===== src/rtl/mips_store_buffer.sv =====
// mips_store_buffer: posted-write FIFO between a MIPS core and a shared memory port.
// Loads own the port and bypass buffered stores. The load-hazard policy is chosen by the
// STORE_BUF_FWD_EN macro: when defined, loads are forwarded from matching stores; when
// undefined, a matching load stalls until the matching stores have drained.
// Ports:
//   clk, rst (async, active-low)
//   CPU side: en, cpu_write_en[3:0], cpu_read_en, cpu_addr, cpu_write_data,
//             cpu_read_data, stall
//   Memory side: mem_write_en[3:0], mem_read_en, mem_addr, mem_write_data,
//                mem_read_data, mem_ready
//   Status: empty
// Byte lane k of a data word is enabled by mask bit k.
// Mask bit 3 (data[31:24]) is the byte at address offset 0.
module mips_store_buffer #(
  parameter int DEPTH = 4
) (
  input  logic        clk,
  input  logic        rst,
  input  logic        en,
  input  logic [3:0]  cpu_write_en,
  input  logic        cpu_read_en,
  input  logic [31:0] cpu_addr,
  input  logic [31:0] cpu_write_data,
  output logic [31:0] cpu_read_data,
  output logic        stall,
  output logic [3:0]  mem_write_en,
  output logic        mem_read_en,
  output logic [31:0] mem_addr,
  output logic [31:0] mem_write_data,
  input  logic [31:0] mem_read_data,
  input  logic        mem_ready,
  output logic        empty
);

  localparam int PW = $clog2(DEPTH);
  localparam int CW = PW + 1;

  logic [29:0]      r_addr  [DEPTH];
  logic [3:0]       r_mask  [DEPTH];
  logic [31:0]      r_data  [DEPTH];
  logic [DEPTH-1:0] r_valid;
  logic [PW-1:0]    r_head;
  logic [PW-1:0]    r_tail;
  logic [CW-1:0]    r_count;

  logic             r_rd_pend;
  logic [3:0]       r_fwd_mask;
  logic [31:0]      r_fwd_data;
  logic [31:0]      r_rd_hold;

  logic             w_store;
  logic             w_load;
  logic             w_full;
  logic             w_match;
  logic             w_hazard;
  logic             w_issue;
  logic             w_drain;
  logic             w_pop;
  logic             w_push;
  logic             w_accept;
  logic [3:0]       w_fwd_mask;
  logic [31:0]      w_fwd_data;
  logic [31:0]      w_rd_merge;

  // Requests are masked during reset so the outputs read idle.
  assign w_store = rst & en & (|cpu_write_en);
  assign w_load  = rst & en & cpu_read_en;
  assign w_full  = (r_count == CW'(DEPTH));

  always_comb begin
    w_match = 1'b0;
    for (int i = 0; i < DEPTH; i++) begin
      if (r_valid[i] && (r_addr[i] == cpu_addr[31:2])) begin
        w_match = 1'b1;
      end
    end
  end

`ifdef STORE_BUF_FWD_EN
  // Walk oldest to youngest so the youngest writer of each byte wins.
  always_comb begin
    logic [PW-1:0] idx;
    w_fwd_mask = '0;
    w_fwd_data = '0;
    idx        = '0;
    for (int k = 0; k < DEPTH; k++) begin
      idx = r_head + PW'(k);
      if ((CW'(k) < r_count) && r_valid[idx] &&
          (r_addr[idx] == cpu_addr[31:2])) begin
        for (int b = 0; b < 4; b++) begin
          if (r_mask[idx][b]) begin
            w_fwd_mask[b]        = 1'b1;
            w_fwd_data[8*b +: 8] = r_data[idx][8*b +: 8];
          end
        end
      end
    end
  end
  assign w_hazard = 1'b0;
`else
  assign w_fwd_mask = '0;
  assign w_fwd_data = '0;
  assign w_hazard   = w_match;
`endif

  // A hazarded load is held off the port so the buffer can drain past it.
  assign w_issue = w_load & ~w_hazard;
  assign w_drain = ~w_issue & (r_count != '0);
  assign w_pop   = w_drain & mem_ready;

  assign stall = (w_load & (w_hazard | ~mem_ready)) |
                 (w_store & w_full & ~w_pop);

  assign w_push   = w_store & ~stall;
  assign w_accept = w_load & ~stall;

  always_comb begin
    mem_write_en   = '0;
    mem_read_en    = 1'b0;
    mem_addr       = '0;
    mem_write_data = '0;
    if (w_issue) begin
      mem_read_en = 1'b1;
      mem_addr    = cpu_addr & 32'hFFFF_FFFC;
    end else if (w_drain) begin
      mem_write_en   = r_mask[r_head];
      mem_addr       = {r_addr[r_head], 2'b00};
      mem_write_data = r_data[r_head];
    end
  end

  assign empty = (r_count == '0);

  always_comb begin
    for (int b = 0; b < 4; b++) begin
      w_rd_merge[8*b +: 8] = r_fwd_mask[b] ? r_fwd_data[8*b +: 8]
                                           : mem_read_data[8*b +: 8];
    end
  end

  // Memory data only arrives in the cycle after acceptance, so the
  // merged word is shown live then and held in r_rd_hold afterwards.
  assign cpu_read_data = r_rd_pend ? w_rd_merge : r_rd_hold;

  always_ff @(posedge clk or negedge rst) begin
    if (!rst) begin
      r_head  <= '0;
      r_tail  <= '0;
      r_count <= '0;
      r_valid <= '0;
      for (int i = 0; i < DEPTH; i++) begin
        r_addr[i] <= '0;
        r_mask[i] <= '0;
        r_data[i] <= '0;
      end
    end else begin
      // When full, push and pop hit the same slot; the push wins.
      if (w_pop) begin
        r_valid[r_head] <= 1'b0;
        r_head          <= r_head + 1'b1;
      end
      if (w_push) begin
        r_valid[r_tail] <= 1'b1;
        r_addr[r_tail]  <= cpu_addr[31:2];
        r_mask[r_tail]  <= cpu_write_en;
        r_data[r_tail]  <= cpu_write_data;
        r_tail          <= r_tail + 1'b1;
      end
      unique case ({w_push, w_pop})
        2'b10:   r_count <= r_count + 1'b1;
        2'b01:   r_count <= r_count - 1'b1;
        default: r_count <= r_count;
      endcase
    end
  end

  always_ff @(posedge clk or negedge rst) begin
    if (!rst) begin
      r_rd_pend  <= 1'b0;
      r_fwd_mask <= '0;
      r_fwd_data <= '0;
      r_rd_hold  <= '0;
    end else begin
      r_rd_pend <= w_accept;
      if (w_accept) begin
        r_fwd_mask <= w_fwd_mask;
        r_fwd_data <= w_fwd_data;
      end
      if (r_rd_pend) begin
        r_rd_hold <= w_rd_merge;
      end
    end
  end

endmodule

===== config.mk =====
export PLATFORM = sky130hd
export DESIGN_NAME = mips_store_buffer
export DESIGN_NICKNAME = d
export VERILOG_FILES = /design/src/rtl/mips_store_buffer.sv
export SDC_FILE = /design/constraint.sdc
export NUM_CORES = 1
export LEC_CHECK = 0
export BUFFER_PORTS_ARGS = -buffer_cell sky130_fd_sc_hd__clkbuf_2
export CORE_MARGIN = 4
export CORE_UTILIZATION = 25
export CTS_BUF_LIST = sky130_fd_sc_hd__clkbuf_8
export DETAILED_ROUTE_END_ITERATION = 10
export REMOVE_ABC_BUFFERS = 1
export SYNTH_ARGS = -nofsm -noshare
export SYNTH_HDL_FRONTEND = slang
export SYNTH_SLANG_ARGS = --single-unit

===== constraint.sdc =====
create_clock -name clk -period 5.35 [get_ports clk]
set_clock_uncertainty 0.15 [all_clocks]
set_input_delay 0.2675 -clock clk [delete_from_list [all_inputs] [get_ports clk]]
set_output_delay 0.2675 -clock clk [all_outputs]
set_load 0.01 [all_outputs]

# Yosys cells after proc, flatten, opt, wreduce, memory -nomap -nowiden

Index checks and enable logic that the tools add are counted.

Bits in registers: 308
Bits in latches: 0
RAM bits: 0
Memory bits (read-only): 0
Input bits: 105
Output and inout bits: 103
Logic and storage cells: 107
Memories kept: 0

$add $sub $neg: 4
$mul: 0
Divide/modulo/power cells: 0
Magnitude comparators: 7
Eq/ne operators: 7
Shift-type cells: 0
Muxes and demuxes: 37
Bitwise gates (word level): 23
Reductions and logical operators: 11

Operators by type and width:

| cell                  | count |
|---|---|
| $mux W32              | 8 |
| $bwmux W128           | 1 |
| $bwmux W120           | 1 |
| $eq A30 B30 Y1        | 4 |
| $mux W30              | 3 |
| $bmux W32 S2          | 1 |
| $demux W32 S2         | 1 |
| $bmux W30 S2          | 1 |
| $demux W30 S2         | 1 |
| $mux W4               | 7 |
| $bwmux W16            | 1 |
| $and A1 B1 Y1         | 11 |
| $bmux W4 S2           | 1 |
| $demux W4 S2          | 1 |
| $logic_and A1 B1 Y1   | 7 |
| $mux W1               | 7 |
| $ge A3 B3 Y1 const B  | 2 |
| $lt A2 B3 Y1 const B  | 2 |
| $not A2 Y3            | 2 |
| $pmux W3 S2           | 1 |
| $not A1 Y1            | 5 |
| $add A2 B1 Y2 const B | 2 |
| $and A4 B4 Y4         | 1 |
| $demux W1 S2          | 2 |
| other kinds (14)      | 16 |

# Depth between registers and ports, before layout

Depth in word-level cells: 18
Mapped depth: 17
Gate-level depth less buffers: 12

# Worst setup path before layout

No wires, ideal clock.

Path kind: in2reg
From: input port cpu_addr[14]
To: register r_count[2]
Setup time: 0.079 ns
Data arrival time: 2.783 ns
Data required time: 5.121 ns
Path slack: 2.338 ns
Stages: 17
Path buffers: 5
Path through: buf_4 > xnor2_1 > nand4_1 > nor4_1 > a22o_1 > buf_4 > or2_1 > buf_2 > buf_6 > buf_6 > o21a_1 > ha_1 > inv_1 > fa_1 > xor2_1 > nor2_1 > xor2_1

Word-level cells in the longest chain between the ends: 18
Elaborated cells on any way between the ends: 28
Those cells by class: eq/ne (6); mux (5); bitwise (12); reduce/logical (5)

RTL lines:

| what                                              | RTL line | source |
|---|---|---|
| start, declared                                   | 22       | `input logic [31:0] cpu_addr,` |
| $eq A30 B30 Y1                                    | 73       | `if (r_valid[i] && (r_addr[i] == cpu_addr[31:2])) begin` |
| $logic_and A1 B1 Y1                               | 73       |  |
| $mux W1 (3 in a row)                              | 73       |  |
| $mux W1 *                                         | 73       |  |
| $not A1 Y1                                        | 107      | `assign w_issue = w_load & ~w_hazard;` |
| $and A1 B1 Y1                                     | 107      |  |
| $not A1 Y1                                        | 108      | `assign w_drain = ~w_issue & (r_count != '0);` |
| $and A1 B1 Y1                                     | 108      |  |
| $and A1 B1 Y1                                     | 109      | `assign w_pop = w_drain & mem_ready;` |
| $not A1 Y1                                        | 112      | `(w_store & w_full & ~w_pop);` |
| $and A1 B1 Y1                                     | 112      |  |
| $or A1 B1 Y1                                      | 111      | `assign stall = (w_load & (w_hazard \| ~mem_ready)) \|` |
| $not A1 Y1                                        | 114      | `assign w_push = w_store & ~stall;` |
| $and A1 B1 Y1                                     | 114      |  |
| $eq A2 B1 Y1 or $eq A2 B2 Y1 (tied branches)      | 169      | `unique case ({w_push, w_pop})` |
| $pmux W3 S2 or $reduce_bool A2 Y1 (tied branches) | -        |  |
| end signal, assigned                              | 170      | `2'b10: r_count <= r_count + 1'b1;` |
| end signal, assigned                              | 171      | `2'b01: r_count <= r_count - 1'b1;` |
| end signal, assigned                              | 172      | `default: r_count <= r_count;` |
| end, declared                                     | 44       | `logic [CW-1:0] r_count;` |

Every way passes the cells marked *; elsewhere a longest branch is shown, timed or not.
A chain may end at the register's enable or synchronous reset.

# Final worst setup path

From: register r_addr[119] in the netlist's numbering
To: output port mem_addr[25]

Word-level cells in the longest chain between the ends: 12

RTL lines:

| what                            | RTL line | source |
|---|---|---|
| start, declared                 | 38       | `logic [29:0] r_addr [DEPTH];` |
| start signal, assigned by index | 164      | `r_addr[r_tail] <= cpu_addr[31:2];` |
| $eq A30 B30 Y1 *                | 73       |  |
| $logic_and A1 B1 Y1 *           | 73       |  |
| $mux W1 * (4 in a row)          | 73       |  |
| $not A1 Y1 *                    | 107      |  |
| $and A1 B1 Y1 *                 | 107      |  |
| $not A1 Y1                      | 108      |  |
| $and A1 B1 Y1                   | 108      |  |
| $mux W32                        | 125      | `end else if (w_drain) begin` |
| $mux W32 *                      | 122      | `if (w_issue) begin` |
| end, declared                   | 28       | `output logic [31:0] mem_addr,` |

Marks and branches as above.

==> impl_results.md <==
* Placer Congestion at 0.749
* Number of different library cells in the post-synthesis netlist at 41
* Total of buffers placed on input and output ports at 203
* Mux share of post-synthesis cell area at 8.95%
* Final wirelength at 80600 µm
* Number of warnings reported in the yosys synthesis log at 0
* Synthesized area per cell at 8.85 µm²
* HPWL after detailed placement at 45500 µm
* Cell Area, Synth at 24100 µm²
* Share of the synthesized area in the top cell type at 32.0%
* Synth top area cells: sky130_fd_sc_hd__dfrtp_1 32%, sky130_fd_sc_hd__a311o_1 11%, sky130_fd_sc_hd__o221ai_1 9.6%, sky130_fd_sc_hd__nor4_1 7.1%, sky130_fd_sc_hd__mux4_2 6.2%
* Slack of the worst reg-to-reg path at 1310 ps
* Height of the die at 318 µm
* First element of the critical path: r_addr[119]
* Dominant cell by count in the synthesized netlist: sky130_fd_sc_hd__dfrtp_1
* Worst vdd rail ir drop at 0.335 mV
* Worst Setup Path Type: flip-flop to output pin
* Final max-slew violation count at 0
* Terminus of the critical flop-to-flop path: r_rd_pend
* Layout filler cell count at 10100
* Post-Synth Simple-Gate Area at 19.7%
* Via count at 23000
* Num Clock Sinks at 308
* Maximum number of pins on one net before global-route repair at 217
* Clock-pin slew reported for the worst setup and hold paths after clock tree synthesis at 60 ps
* Net switching power at 5.82 mW
* Number of flops mapped to enable cells by yosys at 0
* Core area at 95300 µm²
* Hold Path Class: primary input to flip-flop
* Main combinational cell family by area after synthesis: compound AO/OA/AOI/OAI gates
* Power share of the sequential group at 31.7%
* WL/cell at 19.8 µm
* Vias per std cell at 5.65
* Die Footprint at 101000 µm²
* Flops & latches, synth at 308
* Synthesized instance count at 2722
* Antenna Violating Nets Remaining at 0
* Number of global-route vias before repair at 21400
* Primary FF master, synth: sky130_fd_sc_hd__dfrtp_1
* Leak pwr at 11.7 nW
* Achievable clock frequency at 215 MHz
* Number of buffers added by the clock tree synthesis step at 70
* Summed negative setup slack over all endpoints at 0 ps
* GRT Resource Usage Total at 15.2%
* Hold depth at 4
* Final setup violation count at 0
* Row cnt at 113
* Reg-to-reg critical path startpoint: r_addr[41]
* Data arrival time of the critical path at 4240 ps
* Combinational fraction of design power at 47.9%
* Root Buffer Master: sky130_fd_sc_hd__clkbuf_8
* Initial drt markers at 2153
* H-tree lvl count at 3
* Post-layout nets at 2871
* Share of post-route cells with drive strength above 1 at 15.9%
* Clock tree buffer depth at 3
* Adder-Cell Fraction of Synth Area at 0.550%
* Largest area contributor in the synthesized netlist: sky130_fd_sc_hd__dfrtp_1
* Crit path launch type: flip-flop
* Number of buffers inserted by post-CTS setup repair at 0
* Pin slew with the least headroom to its limit at 1180 ps
* Period minus WS final at 4650 ps
* Proportion of total power due to net switching at 43.8%
* Latest clock arrival within the worst-skew pair at 680 ps
* Area fraction in compound gates after synthesis at 21.4%
* Router iterations before antenna repair at 6
* Critical path capture point type: output pin
* Depth of the worst register-to-register path at 9
* Die width at 318 µm
* TritonCTS clock tree: built
* Power Internal at 7.45 mW
* Initial standard-cell utilization of the core at 25.3%
* Worst path required time at 4930 ps
* Result of the run: completed
* CP Capture Point: mem_addr[25]
* Global-route wire length before repair at 126000 µm
* XOR/XNOR Fraction of Synth Area at 4.47%
* Top-Level Pins at 208
* Final critical-path share of the clock period at 87.0%
* Asr flop ratio synth at 100%
* Top cells by instance count after synthesis: 308 x sky130_fd_sc_hd__dfrtp_1, 301 x sky130_fd_sc_hd__inv_1, 299 x sky130_fd_sc_hd__nand2_1
* Relative slew slack at 21.1%
* Crit-path max FO at 35
* Max-Cap Viols at 0
* Portion of total power attributed to the clock network at 20.4%
* Layout area overhead at 14.1%
* Final-report hold violation count at 0
* PD cells at 483 nW/µm²
* Fin cells at 4072
* Remaining global-route overflow at 0
* Portion of the post-synthesis area used by sequential elements at 32.0%
* DRC violation count after routing at 0
* RSZ-0062 raised after global routing: false
* Cell count after placement at 3865
* Antenna violations before repair at 3
## repair_timing
| action | in CTS | in global routing |
|---|---|---|
| resized for setup | 0 | 0 |
| hold buffers | 84 | 0 |
| endpoints found under the hold margin | 261 | 0 |
## final cells by class
class	instances	area (µm²)	area share, %
repair buffers	327	2320	8.43
diodes	1	2.50	0.00911
clock buffers	77	1060	3.86
clock inverters	45	288	1.05
well taps	1265	1580	5.76
flip-flops and latches	308	7710	28.1
inverters	302	1130	4.13
multi-input cells	1747	13400	48.7
## metrics by stage
step	worst slack, ps	cell area, µm²	power, mW	hold slack (ps)	util (%)
2_1_floorplan	-12770	22100	8.82	-178	-
3_3_place_gp	1240	25300	10.4	329	26.5
3_5_place_dp	1220	25300	10.6	332	26.5
4_1_cts	515	27500	13.4	0.834	28.8
5_1_grt	360	27500	14.3	63.0	28.8
6_report	697	27500	13.3	79.8	28.8
## power by group through the flow
| stage | clock network [mW] | registers (mW) | logic, mW |
|---|---|---|---|
| 6_report | 2.70 | 4.21 | 6.35 |
| 5_1_grt | 2.93 | 4.35 | 7.05 |
| 4_1_cts | 2.84 | 4.18 | 6.42 |
| 3_5_place_dp | 0 | 4.23 | 6.34 |
| 3_3_place_gp | 0 | 4.19 | 6.23 |
| 2_1_floorplan | 0 | 3.96 | 4.85 |
## state kept, by name (all words and copies together) (netlist names)
register	cells
r_head	2
r_tail	2
r_data	128
r_rd_pend	1
r_addr	120
r_mask	16
r_rd_hold	32
r_count	3
r_valid	4
## kinds of logic (layout without fill, tap and decap cells)
family / Yosys count / after routing
simple gates: 927 / 927
buf+inv: 668 / 751
compound gates: 556 / 556
flops: 308 / 308
mux: 129 / 129
xor+xnor: 123 / 123
fa+ha+maj: 10 / 10
other cells: 1 / 3
## layer usage
metal,global-route usage (%),vias to the layer above,share of wire [%]
li1,-,10600,-
met2,23.5,802,45
met1,20.7,11500,44
met5,0,-,0.016
met4,5.95,2,3.6
met3,3.49,157,6.9
## worst min path at each step
stage / from / to / slack (ps)
2_1_floorplan: rst / r_addr[0] / -180
3_3_place_gp: r_rd_hold[25] / r_rd_hold[25] / 330
3_5_place_dp: r_count[0] / r_count[0] / 330
4_1_cts: cpu_addr[23] / r_addr[111] / 0.8
5_1_grt: cpu_addr[22] / r_addr[20] / 60
6_report: cpu_addr[23] / r_addr[111] / 80
## cell usage in the layout, fill, tap and decap left out, drive strengths merged, types with 2 or more instances in the layout
master,instances
inv,337
dfrtp,308
nand2,299
clkbuf,279
nand3,278
nor4,272
o221ai,265
a311o,264
xnor2,121
dlygate4sd3,84
mux4,66
buf,41
nor3b,36
mux2,32
mux2i,31
nand4,28
ha,9
a22oi,8
o21ai,6
and3,5
o211ai,4
clkinv,4
nor2,3
bufinv,3
clkinvlp,3
nor3,3
a22o,2
o21a,2
a21oi,2
xor2,2
conb,2
## worst max-delay path, stage by stage, from the launching register on
cell and delay, ps:
sky130_fd_sc_hd__dfrtp_1 440, sky130_fd_sc_hd__xnor2_1 230, sky130_fd_sc_hd__nand4_1 160, sky130_fd_sc_hd__nor4_1 100, sky130_fd_sc_hd__a22o_4 270, sky130_fd_sc_hd__nor3_4 890, sky130_fd_sc_hd__buf_4 690, sky130_fd_sc_hd__mux2i_1 520
sky130_fd_sc_hd__clkbuf_2 220
(Power assumes the default switching activity.)
